**config.mk**
```make
export PLATFORM = sky130hd
export DESIGN_NAME = lcd_field_display_flat
export DESIGN_NICKNAME = d
export VERILOG_FILES = /design/src/rtl/lcd_field_display_if.sv /design/src/rtl/lcd_field_display.sv /design/src/flat_wrapper.sv
export SDC_FILE = /design/constraint.sdc
export NUM_CORES = 1
export LEC_CHECK = 0
export CAP_MARGIN = 20
export CORE_MARGIN = 2
export CORE_UTILIZATION = 40
export CTS_CLUSTER_DIAMETER = 120
export CTS_CLUSTER_SIZE = 8
export DETAILED_ROUTE_END_ITERATION = 12
export PLACE_DENSITY = 0.55
export SLEW_MARGIN = 30
export SYNTH_ARGS = -nofsm -noshare
export SYNTH_HDL_FRONTEND = slang
export SYNTH_SLANG_ARGS = --single-unit
```
**constraint.sdc**
```tcl
create_clock -name clk -period 18.14 [get_ports clk]
set_input_delay 1.814 -clock clk [delete_from_list [all_inputs] [get_ports clk]]
set_output_delay 1.814 -clock clk [all_outputs]
set_load 0.005 [all_outputs]
```
**src/rtl/lcd_field_display_if.sv**
```systemverilog
// Avalon-MM write port between the field display controller and a character LCD.
// The controller drives the master side; the LCD (or a bench) drives the slave side.
interface lcd_field_display_if;
    logic       address;
    logic       chipselect;
    logic       write;
    logic       read;
    logic       byteenable;
    logic [7:0] writedata;
    logic       waitrequest;
    logic [7:0] readdata;
    logic [1:0] response;

    modport master (
        output address, chipselect, write, read, byteenable, writedata,
        input  waitrequest, readdata, response
    );

    modport slave (
        input  address, chipselect, write, read, byteenable, writedata,
        output waitrequest, readdata, response
    );
endinterface

```
**src/rtl/lcd_field_display.sv**
```systemverilog
// Character-LCD status display for the robot: shows command, target bearing and
// (optionally) target-detected flag. Initialises the LCD after reset, then redraws
// a frame from a registered snapshot whenever the inputs change or a refresh is due.
module lcd_field_display #(
    parameter int unsigned FOV            = 25,
    parameter int unsigned DIR_DIGITS     = 2,
    parameter int unsigned CMD_MAX        = 5,
    parameter int unsigned TWO_LINE       = 1,
    parameter int unsigned REFRESH_CYCLES = 0,
    parameter int unsigned TIMEOUT        = 1024
) (
    input  logic                   clk,
    input  logic                   reset,
    input  logic [2:0]             command,
    input  logic [$clog2(FOV):0]   direction,
    input  logic                   target_valid,
    input  logic                   force_refresh,
    lcd_field_display_if.master    bus,
    output logic                   busy,
    output logic                   frame_done,
    output logic [7:0]             err_count
);

    // Sequence index: 0..1 are the init writes, 2.. are the frame writes.
    localparam int unsigned FrameLen    = 10 + DIR_DIGITS + ((TWO_LINE != 0) ? 6 : 0);
    localparam int unsigned SeqLen      = 2 + FrameLen;
    localparam int unsigned IdxW        = $clog2(SeqLen);
    localparam int unsigned LastIdx     = SeqLen - 1;
    localparam int          Line2Pos    = 10 + int'(DIR_DIGITS);
    localparam int unsigned RefreshLoad = (REFRESH_CYCLES > 0) ? REFRESH_CYCLES - 1 : 0;

    typedef enum logic [2:0] {StInit, StIdle, StSnap, StWrite, StGap} state_e;

    state_e                state_q, state_d;
    logic [IdxW-1:0]       seq_idx_q, seq_idx_d;
    logic [31:0]           wait_cnt_q, wait_cnt_d;
    logic [7:0]            err_q;
    logic                  pend_q;
    logic [2:0]            snap_cmd_q;
    logic [$clog2(FOV):0]  snap_dir_q;
    logic                  snap_tv_q;
    logic [31:0]           ref_cnt_q;

    logic                  strobe;
    logic                  err_inc;
    logic                  snap_load;
    logic                  pend_clr;
    logic                  go;
    logic                  ref_expired;
    logic                  inputs_changed;
    logic                  wr_addr;
    logic [7:0]            wr_data;
    logic [7:0]            cmd_char;
    logic                  dir_bad;
    int                    frame_pos;
    logic                  unused_readdata;

    assign unused_readdata = ^bus.readdata;

    function automatic int unsigned pow10(input int n);
        int unsigned r;
        r = 1;
        for (int i = 0; i < int'(DIR_DIGITS); i++) begin
            if (i < n) r = r * 10;
        end
        return r;
    endfunction

    // Decimal digit at position pos (0 = units) by repeated subtraction, MSD first.
    function automatic logic [3:0] dir_digit(input int unsigned value, input int pos);
        int unsigned rem;
        int unsigned pw;
        logic [3:0]  d;
        logic [3:0]  sel;
        rem = value;
        sel = '0;
        for (int p = int'(DIR_DIGITS) - 1; p >= 0; p--) begin
            pw = pow10(p);
            d  = '0;
            for (int k = 0; k < 9; k++) begin
                if (rem >= pw) begin
                    rem = rem - pw;
                    d   = d + 4'd1;
                end
            end
            if (p == pos) sel = d;
        end
        return sel;
    endfunction

    assign frame_pos      = int'(32'(seq_idx_q)) - 2;
    assign cmd_char       = (32'(snap_cmd_q) <= CMD_MAX) ? (8'h30 + {5'b0, snap_cmd_q}) : "#";
    assign dir_bad        = 32'(snap_dir_q) > FOV;
    assign inputs_changed = {command, direction, target_valid} !=
                            {snap_cmd_q, snap_dir_q, snap_tv_q};
    assign ref_expired    = (REFRESH_CYCLES != 0) && (ref_cnt_q == 32'd0);
    assign go             = inputs_changed | pend_q | force_refresh | ref_expired;

    // Byte and register select for the write at the current sequence index.
    always_comb begin
        wr_addr = 1'b0;
        wr_data = 8'h00;
        if (seq_idx_q == '0) begin
            wr_data = 8'h01;
        end else if (seq_idx_q == IdxW'(1)) begin
            wr_data = 8'h0C;
        end else if (frame_pos == 0) begin
            wr_data = 8'h80;
        end else if (frame_pos < 10) begin
            wr_addr = 1'b1;
            case (frame_pos)
                1:       wr_data = "C";
                2:       wr_data = "m";
                3:       wr_data = "d";
                4:       wr_data = ":";
                5:       wr_data = cmd_char;
                6:       wr_data = " ";
                7:       wr_data = "D";
                8:       wr_data = "r";
                default: wr_data = ":";
            endcase
        end else if (frame_pos < Line2Pos) begin
            wr_addr = 1'b1;
            wr_data = dir_bad ? "#" :
                      (8'h30 + {4'b0, dir_digit(32'(snap_dir_q), Line2Pos - 1 - frame_pos)});
        end else if (frame_pos == Line2Pos) begin
            wr_data = 8'hC0;
        end else begin
            wr_addr = 1'b1;
            case (frame_pos - Line2Pos)
                1:       wr_data = "T";
                2:       wr_data = "g";
                3:       wr_data = "t";
                4:       wr_data = ":";
                default: wr_data = snap_tv_q ? "Y" : "N";
            endcase
        end
    end

    // Next-state logic: write handshake, gaps, timeout and frame sequencing.
    always_comb begin
        state_d    = state_q;
        seq_idx_d  = seq_idx_q;
        wait_cnt_d = wait_cnt_q;
        strobe     = 1'b0;
        err_inc    = 1'b0;
        snap_load  = 1'b0;
        pend_clr   = 1'b0;
        frame_done = 1'b0;
        case (state_q)
            StInit: begin
                seq_idx_d  = '0;
                wait_cnt_d = '0;
                state_d    = StWrite;
            end
            StIdle: begin
                if (go) begin
                    pend_clr = 1'b1;
                    state_d  = StSnap;
                end
            end
            StSnap: begin
                snap_load = 1'b1;
                state_d   = StWrite;
            end
            StWrite: begin
                strobe = 1'b1;
                if (!bus.waitrequest) begin
                    wait_cnt_d = '0;
                    err_inc    = (bus.response != 2'b00);
                    if (seq_idx_q == IdxW'(LastIdx)) begin
                        frame_done = 1'b1;
                        seq_idx_d  = IdxW'(2);
                        state_d    = StIdle;
                    end else if (seq_idx_q == IdxW'(1)) begin
                        // SNAP doubles as the idle cycle between init and frame.
                        seq_idx_d = IdxW'(2);
                        state_d   = StSnap;
                    end else begin
                        seq_idx_d = seq_idx_q + IdxW'(1);
                        state_d   = StGap;
                    end
                end else if (wait_cnt_q == TIMEOUT - 1) begin
                    err_inc    = 1'b1;
                    wait_cnt_d = '0;
                    state_d    = StInit;
                end else begin
                    wait_cnt_d = wait_cnt_q + 32'd1;
                end
            end
            StGap: begin
                state_d = StWrite;
            end
            default: begin
                state_d = StInit;
            end
        endcase
    end

    // FSM and sequence registers.
    always_ff @(posedge clk or posedge reset) begin
        if (reset) begin
            state_q    <= StInit;
            seq_idx_q  <= '0;
            wait_cnt_q <= '0;
        end else begin
            state_q    <= state_d;
            seq_idx_q  <= seq_idx_d;
            wait_cnt_q <= wait_cnt_d;
        end
    end

    // Snapshot, pending refresh, error counter and refresh timer.
    always_ff @(posedge clk or posedge reset) begin
        if (reset) begin
            err_q      <= '0;
            pend_q     <= 1'b0;
            snap_cmd_q <= '0;
            snap_dir_q <= '0;
            snap_tv_q  <= 1'b0;
            ref_cnt_q  <= RefreshLoad;
        end else begin
            if (err_inc && err_q != 8'hFF) err_q <= err_q + 8'd1;
            pend_q <= pend_clr ? 1'b0 : (pend_q | force_refresh);
            if (snap_load) begin
                snap_cmd_q <= command;
                snap_dir_q <= direction;
                snap_tv_q  <= target_valid;
            end
            if (frame_done) begin
                ref_cnt_q <= RefreshLoad;
            end else if (ref_cnt_q != 32'd0) begin
                ref_cnt_q <= ref_cnt_q - 32'd1;
            end
        end
    end

    assign bus.chipselect = strobe;
    assign bus.write      = strobe;
    assign bus.address    = strobe & wr_addr;
    assign bus.writedata  = strobe ? wr_data : 8'h00;
    assign bus.read       = 1'b0;
    assign bus.byteenable = 1'b1;
    assign busy           = (state_q != StIdle);
    assign err_count      = err_q;

endmodule

```
**src/flat_wrapper.sv**
```systemverilog
// flat-port wrapper written by rule: the top's interface ports become plain ports
module lcd_field_display_flat 
#(
    parameter int unsigned FOV            = 25,
    parameter int unsigned DIR_DIGITS     = 2,
    parameter int unsigned CMD_MAX        = 5,
    parameter int unsigned TWO_LINE       = 1,
    parameter int unsigned REFRESH_CYCLES = 0,
    parameter int unsigned TIMEOUT        = 1024
)
  (clk, reset, command, direction, target_valid, force_refresh, busy, frame_done, err_count, bus_address, bus_chipselect, bus_write, bus_read, bus_byteenable, bus_writedata, bus_waitrequest, bus_readdata, bus_response);
  lcd_field_display_if bus_i ();
  input  logic clk;
  input  logic reset;
  input  logic [2:0] command;
  input  logic [$clog2(FOV):0] direction;
  input  logic target_valid;
  input  logic force_refresh;
  output logic busy;
  output logic frame_done;
  output logic [7:0] err_count;
  output wire logic [$bits(bus_i.address)-1:0] bus_address;
  output wire logic [$bits(bus_i.chipselect)-1:0] bus_chipselect;
  output wire logic [$bits(bus_i.write)-1:0] bus_write;
  output wire logic [$bits(bus_i.read)-1:0] bus_read;
  output wire logic [$bits(bus_i.byteenable)-1:0] bus_byteenable;
  output wire logic [$bits(bus_i.writedata)-1:0] bus_writedata;
  input wire logic [$bits(bus_i.waitrequest)-1:0] bus_waitrequest;
  input wire logic [$bits(bus_i.readdata)-1:0] bus_readdata;
  input wire logic [$bits(bus_i.response)-1:0] bus_response;
  assign bus_address = bus_i.address;
  assign bus_chipselect = bus_i.chipselect;
  assign bus_write = bus_i.write;
  assign bus_read = bus_i.read;
  assign bus_byteenable = bus_i.byteenable;
  assign bus_writedata = bus_i.writedata;
  assign bus_i.waitrequest = bus_waitrequest;
  assign bus_i.readdata = bus_readdata;
  assign bus_i.response = bus_response;
  lcd_field_display #(.FOV(FOV), .DIR_DIGITS(DIR_DIGITS), .CMD_MAX(CMD_MAX), .TWO_LINE(TWO_LINE), .REFRESH_CYCLES(REFRESH_CYCLES), .TIMEOUT(TIMEOUT)) u_core (.clk(clk), .reset(reset), .command(command), .direction(direction), .target_valid(target_valid), .force_refresh(force_refresh), .bus(bus_i), .busy(busy), .frame_done(frame_done), .err_count(err_count));
endmodule
```
# Word-level counts from Yosys, hierarchy flattened
# Index checks and enable logic that the tools add are counted.
# W data, S select, Z words.
[totals]
elab_cells = 365
inputBits = 24
mem_count = 0
register_bits = 59
ramBits = 0
rom_bits = 0
out_inout_bits = 23
latch_bits = 0
[op_classes]
n_mul = 0
div_mod_pow = 0
eq_ne = 26
n_lt_le_gt_ge = 22
bitwise_logic = 4
addsub = 41
muxes = 254
reduce_logical = 10
n_shift = 0
[ops]
columns = ["operator", "count"]
rows = [
  ["$mux W32", 109],
  ["$mux W4", 103],
  ["$ge A32 B1 Y1 const B", 9],
  ["$ge A32 B32 Y1", 8],
  ["$sub A32 B1 Y32 const B", 8],
  ["$sub A32 B32 Y32", 8],
  ["$eq A32 B2 Y1 const B", 4],
  ["$eq A32 B3 Y1 const B", 4],
  ["$mux W8", 9],
  ["$add A4 B1 Y4 const B", 16],
  ["$eq A32 B1 Y1 const B", 2],
  ["$logic_not A32 Y1", 2],
  ["$lt A32 B5 Y1 const B", 2],
  ["$pmux W32 S2", 1],
  ["$pmux W8 S7", 1],
  ["$add A32 B1 Y32 const B", 1],
  ["$eq A2 B32 Y1 const A", 1],
  ["$eq A32 B10 Y1 const B", 1],
  ["$eq A32 B4 Y1 const B", 1],
  ["$eq A32 B5 Y1 const B", 1],
  ["$ge A6 B32 Y1", 1],
  ["$pmux W8 S4", 1],
  ["$sub A32 B5 Y32 const B", 1],
  ["$sub A5 B32 Y32 const A", 1],
  ["32 further kinds", 62],
]

# Logic depth before layout (Yosys ltp)
[logic_depth]
word_depth = 142
mapped_depth = 85
depth_no_buf = 78

# Worst setup path after synthesis
# No wires, ideal clock.
[synth_path]
path_kind = "register to output"
start = "register u_core.snap_dir_q[1]"
end = "output port bus_writedata[3]"
t_arrival_ns = 16.228
stages_incl_launch_ff = 77
required_time_ns = 16.326
n_path_buf = 9
slack_ns = 0.098
cell_sequence = "dfrtp_1 -> buf_2 -> inv_1 -> ha_1 -> nand2b_1 -> and2_1 -> ha_1 -> a22oi_2 -> o21ai_1 -> o211a_2 -> a31o_2 -> nor2_4 -> mux2i_1 -> o32ai_1 -> nand3_2 -> or2_2 -> nand2_1 -> nor2_1 -> (+41 left out) -> nand2_1 -> or3_4 -> buf_2 -> xnor2_1 -> ha_1 -> nand2_1 -> o31a_1 -> nand3_2 -> buf_4 -> mux2_2 -> ha_1 -> o211ai_1 -> a21oi_1 -> a211o_1 -> a2111oi_2 -> maj3_1 -> nand2_1 -> a41o_1"
[synth_via]
elab_chain_len = 135
elab_cells_between_ends = 267
classes_between = "34 x add/sub; 19 x order compare; 214 x mux"
[synth_lines]
columns = ["element", "line_no", "source"]
rows = [
  ["start, declared", "lcd_field_display.sv:40", "logic [$clog2(FOV):0] snap_dir_q;"],
  ["start signal, assigned", "lcd_field_display.sv:227", "snap_dir_q <= direction;"],
  ["$sub A6 B32 Y32 / $ge A6 B32 Y1 (equally long branches)", "lcd_field_display.sv:82, lcd_field_display.sv:81", ""],
  ["$mux W32", "lcd_field_display.sv:81", "if (rem >= pw) begin"],
  ["$mux W32", "lcd_field_display.sv:122", "end else if (frame_pos < Line2Pos) begin"],
  ["$mux W32", "lcd_field_display.sv:109", "end else if (frame_pos < 10) begin"],
  ["$mux W32", "lcd_field_display.sv:107", "end else if (frame_pos == 0) begin"],
  ["$mux W32", "lcd_field_display.sv:105", "end else if (seq_idx_q == IdxW'(1)) begin"],
  ["$mux W32", "lcd_field_display.sv:103", "if (seq_idx_q == '0) begin"],
  ["$sub A32 B32 Y32 / $ge A32 B32 Y1 (equally long branches)", "lcd_field_display.sv:82, lcd_field_display.sv:81", ""],
  ["(+119 left out)", "-", ""],
  ["$add A6 B4 Y7", "lcd_field_display.sv:125", "(8'h30 + {4'b0, dir_digit(32'(snap_dir_q), Line2Pos - 1 - frame_pos)});"],
  ["$mux W8 *", "lcd_field_display.sv:124", "wr_data = dir_bad ? \"#\" :"],
  ["$mux W8 *", "lcd_field_display.sv:122", ""],
  ["$mux W8 *", "lcd_field_display.sv:109", ""],
  ["$mux W8 *", "lcd_field_display.sv:107", ""],
  ["$mux W8 *", "lcd_field_display.sv:105", ""],
  ["$mux W8 *", "lcd_field_display.sv:103", ""],
  ["$mux W8 *", "lcd_field_display.sv:241", "assign bus.writedata = strobe ? wr_data : 8'h00;"],
  ["end, declared", "flat_wrapper.sv:27", "output wire logic [$bits(bus_i.writedata)-1:0] bus_writedata;"],
]
# Mark *: on every way between the ends. The rest lies on a longest branch, timed or not. The select of a mux whose other input is x is not followed.

# Final worst setup path
[layout_path]
start = "register u_core.snap_dir_q[1]"
end = "output port bus_writedata[2]"
# The elaborated chain is that of the path after synthesis.

==> metrics.md <==
| Metric | Value |
|---|---|
| Seq/Total Area, Yosys | `between 10% and 20%` |
| Routing usage on met2 | `36.2%` |
| Clk_lat worst skew | `between 300 and 400 ps` |
| Period utilisation layout | `94.9%` |
| Worst Clk Skew | `just over 9 ps` |
| Avg Inst Size Synth | `7.34 um^2` |
| CP Capture Type | `primary output` |
| Arr. time, crit path | `~15000 ps` |
| Synth top area share | `14.0%` |
| CP max FO | `13` |
| Prevailing post-synth register cell | `dfrtp_1` |
| Final setup violation count | `0` |
| Global placer's final weighted congestion | `0.899` |
| Final #Nets | `around 1600` |
| Filler cells | `between 2000 and 3000` |
| DIE AREA | `27700 um^2` |
| Height of the die | `166 um` |
| Synth area leaders | `dfrtp_1 14%, ha_1 6.6%, xnor2_1 5.8%` |
| GRT met1 Usage | `30.6%` |
| Area leader, netlist | `dfrtp_1` |
| Die width | `roughly 170 um` |
| Final WS setup | `just over 900 ps` |
| Core area | `26000 um^2` |
| Endpoints failing hold | `0` |
| Routed length per instance | `17.0 um` |
| Max incr delay on CP | `590 ps` |
| Final WL | `31100 um` |
| DRT iter0 DRCs | `743` |
| Syn Nets | `1519` |
| # DRC | `0` |
| Area Growth Syn to Fin | `15.2%` |
| Mapped cell area | `about 11000 um^2` |
| Slew Limit Headroom | `40.3%` |
| Multi-input gate area | `between 8000 and 9000 um^2` |
| Inserted Diodes | `0` |
| Initial Utilization | `40.6%` |
| Critical path class | `flop to primary output` |
| Largest net degree at the start of global routing | `60` |
| Drt via density | `6.02` |
| Pre-CTS WS | `-180 ps` |
| Slew Limit Fails | `0` |
| Worst Hold Class | `flop to flop` |
| Post-synthesis cell type count | `roughly 120` |
| Top-level I/O count | `47` |
| CTS tree | `yes` |
| Cells on Worst Hold Path | `1` |
| FP Rows | `59` |
| Cell with the most instances after synthesis | `nand2_1` |
| Worst path most repeated cell | `ha_1` |
| MaxCap Viol Count | `0` |
| Post-synth EDFFs | `0` |
| WP data required | `between 15000 and 20000 ps` |
| First-pass GRT wire length | `51900 um` |
| Startpoint types | `flop` |
| Vias after detailed routing | `11000` |
| RR Endpoint | `u_core.err_count[7]` |
| Min cycle time layout | `between 15000 and 20000 ps` |
| Grt met3 use | `1.64%` |
| Cells after synthesis | `1439` |
| Initial antenna violation count | `0` |
| 1st-pass router iterations | `7` |
| H-tree levels | `3` |
| Register area | `1480 um^2` |
| Dpl cell area | `approximately 11000 um^2` |
| Clock Path Buffers | `2` |
| Post-DP HPWL | `24300 um` |
| Sink Count | `59` |
| Vias in the first global route | `around 10000` |
| Syn. warnings | `0` |
| Gr usage total | `21.8%` |
| CP bufs+invs | `9` |
| Hold Startpoint | `u_core.err_count[6]` |
| Cell family with most CP delay | `simple AND/OR/NAND/NOR gates` |
| Post-synth top cells | `156 x nand2_1, 116 x nor2_1, 95 x o21ai_0` |
| Post-synth ARST share | `100%` |
| Port Buf Inserts | `36` |
| Layout cells sized above 1 | `15.4%` |
| Slew @ Worst Pin | `891 ps` |
| CTS Buf Count | `9` |
| Status | `finished clean` |
| Worst r2r src | `u_core.wait_cnt_q[24]` |
| Post-route cell area | `12200 um^2` |
| Cell chosen for the clock root | `clkbuf_16` |
| Synthesized flop and latch total | `just under 60` |
| Worst reg2reg path depth | `6` |
| Hold EP | `u_core.err_count[6]` |
| Layer with the highest usage | `met2` |
| Total grt overflow | `0` |
| Worst path slowest cell | `clkdlybuf4s50_1` |
| FF-to-FF setup slack | `15150 ps` |
| Clock-pin slew on the worst setup and hold paths | `roughly 50 ps` |
| Routed Antenna Nets | `0` |
| Achievable frequency | `between 50 and 60 MHz` |
==> worst max path at each step <==
stage,to,cells after the start,start,slack (ps)
after CTS,bus_writedata[2],75,u_core.snap_dir_q[2],20
after global placement,bus_writedata[2],75,u_core.snap_dir_q[2],8
after floorplan,bus_writedata[3],76,u_core.snap_dir_q[1],100
after global routing,bus_writedata[3],73,u_core.snap_dir_q[1],-50
after detailed placement,bus_writedata[2],75,u_core.snap_dir_q[2],-180
final,bus_writedata[2],70,u_core.snap_dir_q[1],930
==> metal layers <==
layer  share of wire (%)  vias up
met5                   0        -
met4                 1.8        0
met3                 4.0       49
met2                  47      261
met1                  48     5222
li1                    -     5510
==> layout make-up <==
type / instances / area share (%)
timing repair buffer: 97 / 6.83
multi-input combinational: 1271 / 73.3
tap: 335 / 3.44
clock inverter: 5 / 0.494
sequential: 59 / 12.1
clock buffer: 11 / 2.08
inverter: 55 / 1.70
==> cell families after synthesis <==
group	share of synthesized area, %
compound gates	31.3
xor+xnor	9.86
fa+ha+maj	6.73
buf+inv	4.47
flops	14.0
mux	2.95
other cells	0.0711
simple gates	30.7
==> through the flow <==
stage | TNS (ps) | cells | hold slack (ps) | utilization [%]
after global placement | 0 | 1803 | 476 | 44.0
after global routing | -126 | 1833 | 516 | 46.8
after detailed placement | -557 | 1803 | 486 | 44.0
after CTS | 0 | 1820 | 499 | 45.7
after floorplan | 0 | 1439 | 452 | -
final | 0 | 1833 | 493 | 46.8
==> flip-flops by register name, summed over array words and instances, names as in the netlist <==
register,cells
u_core.err_count,8
u_core.pend_q,1
u_core.seq_idx_q,5
u_core.snap_cmd_q,3
u_core.snap_dir_q,6
u_core.snap_tv_q,1
u_core.state_q,3
u_core.wait_cnt_q,32
==> what timing repair did <==
action,4_1_cts,5_1_grt
hold buffers,0,0
setup endpoints to repair,4,4
pin swaps,2,12
setup buffers,1,13
resized for setup,16,43
==> cells in the final DEF, fill, tap and decap left out, types with 24 or more instances in the layout <==
cell type / count
a21oi_1: 59
and3_1: 29
buf_4: 60
clkdlybuf4s50_1: 36
dfrtp_1: 59
ha_1: 51
inv_1: 51
nand2_1: 155
nand2b_1: 24
nand3_1: 58
nand4_1: 30
nor2_1: 110
nor3_1: 41
o21ai_0: 93
o21ai_1: 26
xnor2_1: 64
xor2_1: 42
Power is not shown: default switching activity piles up to over one toggle a cycle in this logic, so the estimate is an artifact.
